--- src/rtl/upp_tx_frame_ctrl.sv ---
// upp_tx_frame_ctrl: drains one of CH_NUM source FIFOs onto the uPP bus in
// fixed PKT_LEN-word packets (back-to-back when enough data is queued, zero-
// padded tail at end of frame), then runs the GPIO_5/GPIO_0 DSP handshake.
// Optional feature macro: UPP_TX_TIMEOUT_EN (handoff timeout -> oTIMEOUT).
module upp_tx_frame_ctrl #(
  parameter int DATA_W         = 16,
  parameter int USEDW_W        = 9,
  parameter int CH_NUM         = 2,
  parameter int PKT_LEN        = 256,
  parameter int USEDW_THR      = 256,
  parameter int FIFO_LAT       = 1,
  parameter int CHECK_GPIO5    = 100,
  parameter int BETWEEN_FRAMES = 100,
  parameter int TIMEOUT        = 65535,
  localparam int CH_W = (CH_NUM > 1) ? $clog2(CH_NUM) : 1
) (
  input  logic                       iCLK,
  input  logic                       iRST_N,
  input  logic                       iSTART,
  input  logic                       iGPIO5,
  input  logic [CH_W-1:0]            iCH_SEL,
  input  logic [CH_NUM-1:0]          iEMPTY,
  input  logic [CH_NUM*USEDW_W-1:0]  iUSEDW,
  input  logic [CH_NUM*DATA_W-1:0]   iFIFO_OUT,
  output logic [CH_NUM-1:0]          oRD_REQ,
  output logic [DATA_W-1:0]          oDATA_UPP,
  output logic                       oENA,
  output logic                       oGPIO_0,
  output logic [CH_W-1:0]            oSEL_CHANNEL,
  output logic                       oBUSY,
  output logic                       oFRAME_DONE,
  output logic                       oTIMEOUT
);

  localparam int SC_W  = $clog2(PKT_LEN + 1);
  localparam int HS_W  = (CHECK_GPIO5 > 0) ? $clog2(CHECK_GPIO5 + 1) : 1;
  localparam int GAP_W = (BETWEEN_FRAMES > 0) ? $clog2(BETWEEN_FRAMES + 1) : 1;
  // Registered usedw lags the FIFO by the previous and the current read.
  localparam int INFLIGHT = 2;

  typedef enum logic [2:0] {S_IDLE, S_CHECK, S_READ, S_HANDOFF, S_GAP} state_t;

  state_t                      state_q, state_d;
  logic                        start_q, start_d, start_clr;
  logic [CH_NUM*USEDW_W-1:0]   usedw_q;
  logic [CH_W-1:0]             sel_q, sel_d;
  logic [SC_W-1:0]             slot_cnt_q, slot_cnt_d, n_q, n_d;
  logic                        full_q, full_d;
  logic [FIFO_LAT-1:0]         slot_pipe_q, slot_pipe_d, rd_pipe_q, rd_pipe_d;
  logic                        ena_q, ena_d;
  logic [DATA_W-1:0]           data_q, data_d;
  logic [HS_W-1:0]             hs_cnt_q, hs_cnt_d;
  logic [GAP_W-1:0]            gap_cnt_q, gap_cnt_d;
  logic                        frame_done_q, frame_done_d;
  logic                        hs_word, rd_req, issue;
  logic [USEDW_W-1:0]          usedw_sel;
  logic [DATA_W-1:0]           fifo_sel;
  logic                        empty_sel;
`ifdef UPP_TX_TIMEOUT_EN
  localparam int TO_W = $clog2(TIMEOUT + 1);
  logic [TO_W-1:0]             to_cnt_q, to_cnt_d;
  logic                        timeout_q, timeout_d;
`endif

  // Select the active channel's registered usedw, FIFO data and empty flag
  always_comb begin
    usedw_sel = '0;
    fifo_sel  = '0;
    empty_sel = 1'b0;
    for (int unsigned k = 0; k < CH_NUM; k++) begin
      if (sel_q == CH_W'(k)) begin
        usedw_sel = usedw_q[k*USEDW_W +: USEDW_W];
        fifo_sel  = iFIFO_OUT[k*DATA_W +: DATA_W];
        empty_sel = iEMPTY[k];
      end
    end
  end

  // Slot issue: every packet has PKT_LEN slots, the first n_q of them read
  always_comb begin
    issue  = (state_q == S_READ) && (slot_cnt_q < SC_W'(PKT_LEN));
    rd_req = issue && (slot_cnt_q < n_q);
    oRD_REQ = '0;
    for (int unsigned k = 0; k < CH_NUM; k++) begin
      oRD_REQ[k] = rd_req && (sel_q == CH_W'(k));
    end
    slot_pipe_d[0] = issue;
    rd_pipe_d[0]   = rd_req;
    for (int unsigned i = 1; i < FIFO_LAT; i++) begin
      slot_pipe_d[i] = slot_pipe_q[i-1];
      rd_pipe_d[i]   = rd_pipe_q[i-1];
    end
  end

  // Next-state, counters and handshake decisions
  always_comb begin
    state_d      = state_q;
    sel_d        = sel_q;
    slot_cnt_d   = slot_cnt_q;
    n_d          = n_q;
    full_d       = full_q;
    hs_cnt_d     = '0;
    gap_cnt_d    = '0;
    frame_done_d = 1'b0;
    hs_word      = 1'b0;
    start_clr    = 1'b0;
`ifdef UPP_TX_TIMEOUT_EN
    to_cnt_d     = '0;
    timeout_d    = 1'b0;
`endif
    unique case (state_q)
      S_IDLE: begin
        if (iGPIO5) begin
          sel_d   = (int'(iCH_SEL) >= CH_NUM) ? '0 : iCH_SEL;
          state_d = S_CHECK;
        end
      end
      S_CHECK: begin
        slot_cnt_d = '0;
        if (32'(usedw_sel) >= USEDW_THR) begin
          n_d     = SC_W'(PKT_LEN);
          full_d  = 1'b1;
          state_d = S_READ;
        end else if (start_q && !empty_sel) begin
          n_d     = (32'(usedw_sel) >= PKT_LEN) ? SC_W'(PKT_LEN) : SC_W'(usedw_sel);
          full_d  = 1'b0;
          state_d = S_READ;
        end else if (start_q) begin
          state_d = S_HANDOFF;
        end
      end
      S_READ: begin
        if (issue) begin
          slot_cnt_d = slot_cnt_q + 1'b1;
          // Restarting the slot counter on the last read keeps oENA gapless
          if ((slot_cnt_q == SC_W'(PKT_LEN - 1)) && full_q &&
              (32'(usedw_sel) >= USEDW_THR + INFLIGHT)) begin
            slot_cnt_d = '0;
          end
        end else if ((slot_pipe_q == '0) && ena_q) begin
          state_d = S_CHECK;
        end
      end
      S_HANDOFF: begin
        if (!iGPIO5) begin
          state_d = S_GAP;
        end else begin
          if (hs_cnt_q == HS_W'(CHECK_GPIO5)) hs_word = 1'b1;
          else hs_cnt_d = hs_cnt_q + 1'b1;
`ifdef UPP_TX_TIMEOUT_EN
          to_cnt_d = to_cnt_q + 1'b1;
          if (to_cnt_q == TO_W'(TIMEOUT - 1)) begin
            timeout_d = 1'b1;
            state_d   = S_GAP;
          end
`endif
        end
      end
      S_GAP: begin
        if (gap_cnt_q == GAP_W'(BETWEEN_FRAMES - 1)) begin
          state_d      = S_IDLE;
          start_clr    = 1'b1;
          frame_done_d = 1'b1;
        end else begin
          gap_cnt_d = gap_cnt_q + 1'b1;
        end
      end
      default: state_d = S_IDLE;
    endcase
    start_d = iSTART | (start_q & ~start_clr);
    ena_d   = slot_pipe_q[FIFO_LAT-1] | hs_word;
    data_d  = rd_pipe_q[FIFO_LAT-1] ? fifo_sel : '0;
  end

  // State and datapath registers
  always_ff @(posedge iCLK or negedge iRST_N) begin
    if (!iRST_N) begin
      state_q      <= S_IDLE;
      start_q      <= 1'b0;
      usedw_q      <= '0;
      sel_q        <= '0;
      slot_cnt_q   <= '0;
      n_q          <= '0;
      full_q       <= 1'b0;
      slot_pipe_q  <= '0;
      rd_pipe_q    <= '0;
      ena_q        <= 1'b0;
      data_q       <= '0;
      hs_cnt_q     <= '0;
      gap_cnt_q    <= '0;
      frame_done_q <= 1'b0;
    end else begin
      state_q      <= state_d;
      start_q      <= start_d;
      usedw_q      <= iUSEDW;
      sel_q        <= sel_d;
      slot_cnt_q   <= slot_cnt_d;
      n_q          <= n_d;
      full_q       <= full_d;
      slot_pipe_q  <= slot_pipe_d;
      rd_pipe_q    <= rd_pipe_d;
      ena_q        <= ena_d;
      data_q       <= data_d;
      hs_cnt_q     <= hs_cnt_d;
      gap_cnt_q    <= gap_cnt_d;
      frame_done_q <= frame_done_d;
    end
  end

`ifdef UPP_TX_TIMEOUT_EN
  // Handoff timeout counter and pulse
  always_ff @(posedge iCLK or negedge iRST_N) begin
    if (!iRST_N) begin
      to_cnt_q  <= '0;
      timeout_q <= 1'b0;
    end else begin
      to_cnt_q  <= to_cnt_d;
      timeout_q <= timeout_d;
    end
  end
  assign oTIMEOUT = timeout_q;
`else
  assign oTIMEOUT = 1'b0;
`endif

  assign oDATA_UPP    = data_q;
  assign oENA         = ena_q;
  assign oGPIO_0      = (state_q == S_HANDOFF);
  assign oSEL_CHANNEL = sel_q;
  assign oBUSY        = (state_q != S_IDLE);
  assign oFRAME_DONE  = frame_done_q;

endmodule

--- config.mk ---
export PLATFORM = sky130hd
export DESIGN_NAME = upp_tx_frame_ctrl
export DESIGN_NICKNAME = d
export VERILOG_FILES = /design/src/rtl/upp_tx_frame_ctrl.sv
export SDC_FILE = /design/constraint.sdc
export NUM_CORES = 1
export LEC_CHECK = 0
export BUFFER_PORTS_ARGS = -buffer_cell sky130_fd_sc_hd__buf_2
export CAP_MARGIN = 25
export CORE_MARGIN = 4
export CORE_UTILIZATION = 35
export CTS_CLUSTER_SIZE = 10
export DETAILED_ROUTE_END_ITERATION = 8
export GPL_TIMING_DRIVEN = 0
export PLACE_DENSITY = 0.63
export SLEW_MARGIN = 20
export SYNTH_ARGS = -nofsm -noshare
export SYNTH_HDL_FRONTEND = slang
export SYNTH_SLANG_ARGS = --single-unit
export TNS_END_PERCENT = 50
--- constraint.sdc ---
create_clock -name iCLK -period 3.13 [get_ports iCLK]
set_input_delay 0 -clock iCLK [delete_from_list [all_inputs] [get_ports iCLK]]
set_output_delay 0 -clock iCLK [all_outputs]
set_load 0.01 [all_outputs]
==> qor.csv, run 1 <==
metric,value,unit
die_area,0.0114,mm²
synth_fa_ha_area_frac,0.0478,
antenna_found_initial,0,
p_per_area,659,mW/mm²
cts.sinks,75,
worstSetupEndpoint,slot_cnt_q[7],
grt_pass1_vias,2795,
die_x,107,µm
dp.cells,509,
first_pass_iters,4,
crit_slowest_cell,dfrtp_1,
p_leak,0.00232,µW
r2r_slack,0.91,ns
cp_num_cells,9,
syn_nets,370,
crit_type,flop to flop,
skew,0.0111,ns
grt_max_degree,52,
drtAntennaViolNets,0,
clkLatencyLatePin,0.34,ns
synth_area,0.00341,mm²
nets,515,
timing.rr.end,slot_cnt_q[7],
cp-start-kind,flop,
drc_errors,0,
timing.final.ws_setup,0.914,ns
portBuffers,79,
ir_worst_vdd,0.000308,V
rows,35,
yosysSeqAreaShare,0.551,
grt_overflow,0,
slew_headroom,0.533,
area_growth_syn_to_layout,38.1,%
grt_pass1_wl,13000,µm
r2r-start,slot_cnt_q[1],
fp.dieH,107,µm
worst-r2r-cell-count,9,
yosysWarnings,0,
worst_pin_slew,0.690,ns
crit_buf_inv,0,
cpPeakStageDelay,0.40,ns
synth_xor_area_frac,0.0257,
crit_chain,ha_1 > nand3_1 > nor2_1 > and3_1 > ha_1 > o2111ai_2 > o21a_2 > and3_1 > a221o_1,
design_area,0.00470,mm²
hp-class,input pin to async pin,
core_area,0.00937,mm²
startpoint,slot_cnt_q[1],
synthSimpleGateAreaFrac,0.162,
cts_tree,built,
fin_cells,579,
fmax,451,MHz
drive_gt1_frac,0.253,
place_area,0.00399,mm²
n_antenna_cell,0,
synth_mux_area_frac,0.105,
fin_crit_sh,0.708,
dp_hpwl,5200,µm
finalHoldViolCount,0,
rsz0062_at_grt,no,
numCtsBuffers,9,
track_usage,0.144,
ios,81,
synth_edf_count,0,
endpoint_kind,flop,
path_clk_slew,0.08,ns
place_ws,0.924,ns
avgSynthCellArea,11.4,µm²
mostFrequentLayoutCells,"buf_2, dfrtp_1, dlygate4sd3_1",
async_flop_share,1.00,
multi_input_area,0.00142,mm²
ys_types,49,
via_per_inst,4.59,
synth_flop_cell,dfrtp_1,
clk_path_buf_depth,2,
wl_per_cell,13.1,µm
cts_root_buffer,clkbuf_8,
drv_slew,0,
worstPathRequired,3.36,ns
final_common_cell,buf_2,
cap_violations,0,
vias,2657,
cts_setup_buffers,0,
tns,0,ns
setup_viol,0,
initial_core_util,0.363,
cp_top_family,compound AO/OA/AOI/OAI gates,
fillers,863,
status,finished clean,
critPathMaxFanout,6,
cp.arrival,2.45,ns
regArea,0.00188,mm²
ys_ff_latch,75,
first_iter_violations,71,
gp_congestion,0.749,
htree_levels,3,
totalWireLength,7590,µm
synth_compound_area_frac,0.0760,
period_minus_slack,2.22,ns
synth_top_family_by_area,simple AND/OR/NAND/NOR gates,
synthCells,300,
timing repair:
| action | CTS | global route |
|---|---|---|
| resized for setup | 0 | 0 |
| endpoints found under the hold margin | 114 | 0 |
| hold buffers | 54 | 0 |
per-stage QoR:
stage / util / hold slack [ns] / power (µW)
CTS: 0.502 / 0.0886 / 3130
global placement: 0.423 / 0.108 / 2320
global route: 0.502 / 0.113 / 3340
finish: 0.502 / 0.0976 / 3100
floorplan: - / -0.296 / 2000
detailed placement: 0.426 / -0.0632 / 2350
cells by family (layout without fill, tap and decap cells):
| family | after synthesis | in the layout |
|---|---|---|
| other cells | 1 | 1 |
| mux | 34 | 34 |
| simple gates | 104 | 104 |
| flops | 75 | 75 |
| compound gates | 37 | 37 |
| buf+inv | 26 | 176 |
| fa+ha+maj | 13 | 13 |
| xor+xnor | 10 | 10 |
per-layer routing:
layer,share of wire,up-vias,track usage,wire length [µm]
li1,-,1327,-,-
met1,0.45,1265,0.178,3380
met2,0.49,51,0.241,3740
met3,0.038,14,0.0367,292
met4,0.023,0,0.0584,172
met5,0,-,0,0
state kept, by name, summed over array words and instances (netlist names), 3 cells and up:
register    count
hs_cnt_q        7
slot_cnt_q      9
usedw_q        18
gap_cnt_q       7
n_q             9
state_q         3
oDATA_UPP      16
worst min path at each step:
| stage | start | cells after the start | slack [ns] | endpoint |
|---|---|---|---|---|
| detailed placement | iRST_N | 1 | -0.06 | gap_cnt_q[4] |
| global placement | iUSEDW[17] | 1 | 0.11 | usedw_q[17] |
| CTS | iRST_N | 2 | 0.09 | usedw_q[14] |
| global route | iRST_N | 2 | 0.11 | gap_cnt_q[4] |
| finish | iRST_N | 2 | 0.1 | gap_cnt_q[4] |
| floorplan | iRST_N | 0 | -0.30 | gap_cnt_q[0] |
where the power goes:
| part | internal (µW) | leakage, µW | switching [µW] |
|---|---|---|---|
| Combinational | 594 | 0.00127 | 625 |
| Clock | 287 | 0.0000822 | 359 |
| Sequential | 1140 | 0.000972 | 96.9 |
cell usage after synthesis (all sizes together) (2+ instances only):
cell type,n,area (µm²)
inv,17,63.8
mux2,10,116
a211oi,2,15.0
buf,6,32.5
and2,2,12.5
nor2b,19,119
nor3,2,10.0
o2111ai,2,23.8
or4,3,22.5
o21ai,13,68.8
and3,10,62.6
mux2i,24,240
nor2,29,109
a22o,4,35.0
xnor2,4,35.0
ha,13,163
nor3b,3,27.5
nand3,11,55.1
nand2,14,52.6
nand2b,3,18.8
o21a,2,16.3
a221o,2,20.0
dfrtp,75,1880
a21o,2,15.0
clkbuf,3,11.3
xor2,6,52.6
a21oi,5,25.0
worst reg2reg max path, delay by kind of cell, from the launching register on:
kind / cells / cell delay, ns
adder cells (fa/ha/maj): 2 / 0.36
AND/OR/NAND/NOR: 4 / 0.67
flip-flops: 1 / 0.40
AO/OA/AOI/OAI: 3 / 0.68
cell type report:
| cell class | count | area share |
|---|---|---|
| clock inverters | 6 | 0.00904 |
| flip-flops and latches | 75 | 0.399 |
| plain buffers | 9 | 0.00931 |
| inverters | 17 | 0.0136 |
| repair buffers | 134 | 0.205 |
| clock buffers | 10 | 0.0271 |
| multi-input cells | 199 | 0.302 |
| well taps | 129 | 0.0343 |
(Power assumes the default switching activity.)
==> run 2: changes to the inputs <==
ABC_AREA = 1   (was not set)
PLACE_DENSITY = 0.65   (was 0.63)
clock period = 1.9 ns   (was 3.13 ns; I/O delays follow)
==> qor.csv, run 2 <==
metric,value,unit,change
via_per_inst,4.53,,-1.4%
first_pass_iters,4,,unchanged
rows,36,,+2.9%
clkLatencyLatePin,0.36,ns,+0.02 ns
ys_top_cells_by_count,"nand2_1, dfrtp_1, nor2_1",,
sw_frac_of_total,0.227,,-0.122
place_ws,0.182,ns,-0.743 ns
tns,0,ns,unchanged
finalHoldViolCount,0,,unchanged
synth_top_family_by_area,simple AND/OR/NAND/NOR gates,,
synth_area,0.00351,mm²,+3.1%
die_area,0.0117,mm²,+2.9%
area_growth_syn_to_layout,42.5,%,
p_per_area,607,mW/mm²,-7.8%
ys_ff_latch,75,,unchanged
cts_root_buffer,clkbuf_8,,
p_leak,0.00256,µW,+10%
synth_xor_area_frac,0.0125,,-0.0132
initial_core_util,0.359,,-0.00410
vias,3200,,+20%
design_area,0.00500,mm²,+6.4%
dp_hpwl,5560,µm,+6.8%
worstPathRequired,1.90,ns,-1.46 ns
die_x,108,µm,+1.4%
power.internal,2350,µW,+16%
pwr-share-clk,0.398,,+0.189
critPathMaxFanout,3,,-3
endpoint_kind,output pin,,
r2r_slack,0.20,ns,-0.71 ns
syn_nets,484,,+31%
cts.sinks,75,,unchanged
htree_levels,3,,unchanged
ys_types,29,,-41%
portBuffers,79,,unchanged
drive_gt1_frac,0.255,,+0.00191
synth_compound_area_frac,0.0705,,-0.00551
synth_flop_cell,dfrtp_1,,
drc_errors,0,,unchanged
startpoint,slot_cnt_q[2],,
cp-start-kind,flop,,
grt_pass1_wl,14200,µm,+9.0%
largest_reg_flops,18,,unchanged
period_minus_slack,1.79,ns,
cts_tree,built,,
clk_path_buf_depth,2,,unchanged
hp-class,input pin to async pin,,
p_seq_frac,0.533,,+0.135
cp.arrival,1.79,ns,-0.66 ns
synthSimpleGateAreaFrac,0.255,,+0.0927
status,finished clean,,
track_usage,0.152,,+0.00744
totalWireLength,8610,µm,+13%
timing.rr.end,oDATA_UPP[1],,
largest-register,usedw_q,,
yosysSeqAreaShare,0.534,,-0.0167
async_flop_share,1.00,,unchanged
worst-r2r-cell-count,5,,-4
yosysWarnings,0,,unchanged
r2r-start,oSEL_CHANNEL,,
skew,0.0154,ns,+0.00430 ns
final_common_cell,nand2_1,,
crit_type,flop to output pin,,
numCtsBuffers,9,,unchanged
antenna_found_initial,0,,unchanged
grt_overflow,0,,unchanged
fmax,560,MHz,
power_frac_comb,0.069,,-0.324
fin_crit_sh,0.941,,
wl_per_cell,12.2,µm,-7.1%
drtAntennaViolNets,0,,unchanged
cap_violations,0,,unchanged
synth_fa_ha_area_frac,0.0463,,-0.00145
ir_worst_vdd,0.000485,V,+57%
timing.final.ws_setup,0.113,ns,-0.801 ns
grt_pass1_vias,3201,,+15%
fp.dieH,108,µm,+1.4%
netlist_top_cells_area,"dfrtp_1, nand2_1, nor2_1, inv_1, ha_1",,
ios,81,,unchanged
grt_max_degree,39,,-25%
fillers,890,,+3.1%
synth_mux_area_frac,0,,-0.105
synth_most_common_cell,nand2_1,,
synthCells,414,,+38%
mostFrequentLayoutCells,"nand2_1, buf_2, dfrtp_1",,
core_area,0.00977,mm²,+4.3%
synth_edf_count,0,,unchanged
setup_viol,0,,unchanged
place_area,0.00410,mm²,+2.6%
total_power,3040,µW,-2.0%
synth_top_area_frac,0.534,,-0.0167
yosys.area.top_type,dfrtp_1,,
drv_slew,0,,unchanged
avgSynthCellArea,8.48,µm²,-25%
first_iter_violations,138,,+94%
switchingPower,689,µW,-36%
nets,637,,+24%
path_clk_slew,0.09,ns,about the same
gp_congestion,0.802,,+7.1%
==> run 2: cell count changes after synthesis, moves of 7 or more <==
cell / change
nand4_1: +19
nand2_1: +78
o21ai_0: +24
nor2b_1: -19
nor2_1: +35
mux2_2: -7
inv_1: +38
and3_1: -10
mux2i_1: -24
nor3_1: +8
==> run 2: critical path, stage by stage, from the launching register on <==
cell     delay, ns
dfrtp_1       0.45
ha_4          0.27
a21oi_2       0.12
o21ai_1       0.08
nand2_1       0.06
nand4_1       0.18
nor2_1        0.14
buf_2         0.14
==> run 2: cells by family (layout without fill, tap and decap cells) <==
kind of cell / after synthesis / count (layout)
AO/OA/AOI/OAI: 44 / 44
buffers and inverters: 68 / 226
XOR/XNOR: 5 / 5
flip-flops: 75 / 75
other: 1 / 3
adder cells (fa/ha/maj): 13 / 13
AND/OR/NAND/NOR: 208 / 208
==> run 2: metrics by stage <==
stage | utilization | cells | hold WS (ns)
after global routing | 0.511 | 705 | 0.182
after global placement | 0.417 | 626 | 0.107
after detailed placement | 0.419 | 627 | 0.00387
final | 0.512 | 707 | 0.142
after floorplan | - | 414 | -0.296
after CTS | 0.495 | 698 | 0.161
==> run 2: area by class of cell <==
| type | count | area (µm²) | share of cell area |
|---|---|---|---|
| multi-input combinational | 271 | 1450 | 0.291 |
| timing repair buffer | 142 | 1020 | 0.204 |
| clock buffer | 11 | 131 | 0.0263 |
| buffer | 9 | 62.6 | 0.0125 |
| antenna | 2 | 5.00 | 0.00100 |
| inverter | 59 | 221 | 0.0443 |
| sequential | 75 | 1880 | 0.376 |
| clock inverter | 5 | 61.3 | 0.0123 |
| tap | 133 | 166 | 0.0333 |
==> run 2: how the worst max path moves through the flow <==
stage / endpoint / slack (ns) / cells past startpoint
2_1_floorplan: slot_cnt_q[1] / 0.44 / 9
3_3_place_gp: slot_cnt_q[1] / 0.19 / 9
3_5_place_dp: slot_cnt_q[0] / 0.18 / 9
4_1_cts: oRD_REQ[0] / 0.04 / 7
5_1_grt: oRD_REQ[0] / -0.04 / 7
6_report: oRD_REQ[0] / 0.11 / 7
==> run 2: repair_timing <==
action / in CTS / in global routing
hold buffers: 54 / 0
gates resized for setup: 1 / 27
setup endpoints to repair: 2 / 9
endpoints found under the hold margin: 75 / 0
setup buffers: 1 / 7
pin swaps: 0 / 8
==> run 2: layer usage <==
| layer | part of all wire | global-route usage |
|---|---|---|
| met3 | 0.034 | 0.0376 |
| met1 | 0.42 | 0.186 |
| met2 | 0.51 | 0.257 |
| met5 | 0 | 0 |
| met4 | 0.031 | 0.0604 |
==> run 2: power by group through the flow <==
stage / Sequential, µW / Clock (µW) / Combinational, µW
5_1_grt: 1620 / 1320 / 236
6_report: 1620 / 1210 / 209
3_3_place_gp: 1650 / 0 / 124
4_1_cts: 1620 / 1250 / 207
3_5_place_dp: 1650 / 0 / 132
2_1_floorplan: 1650 / 0 / 34.4
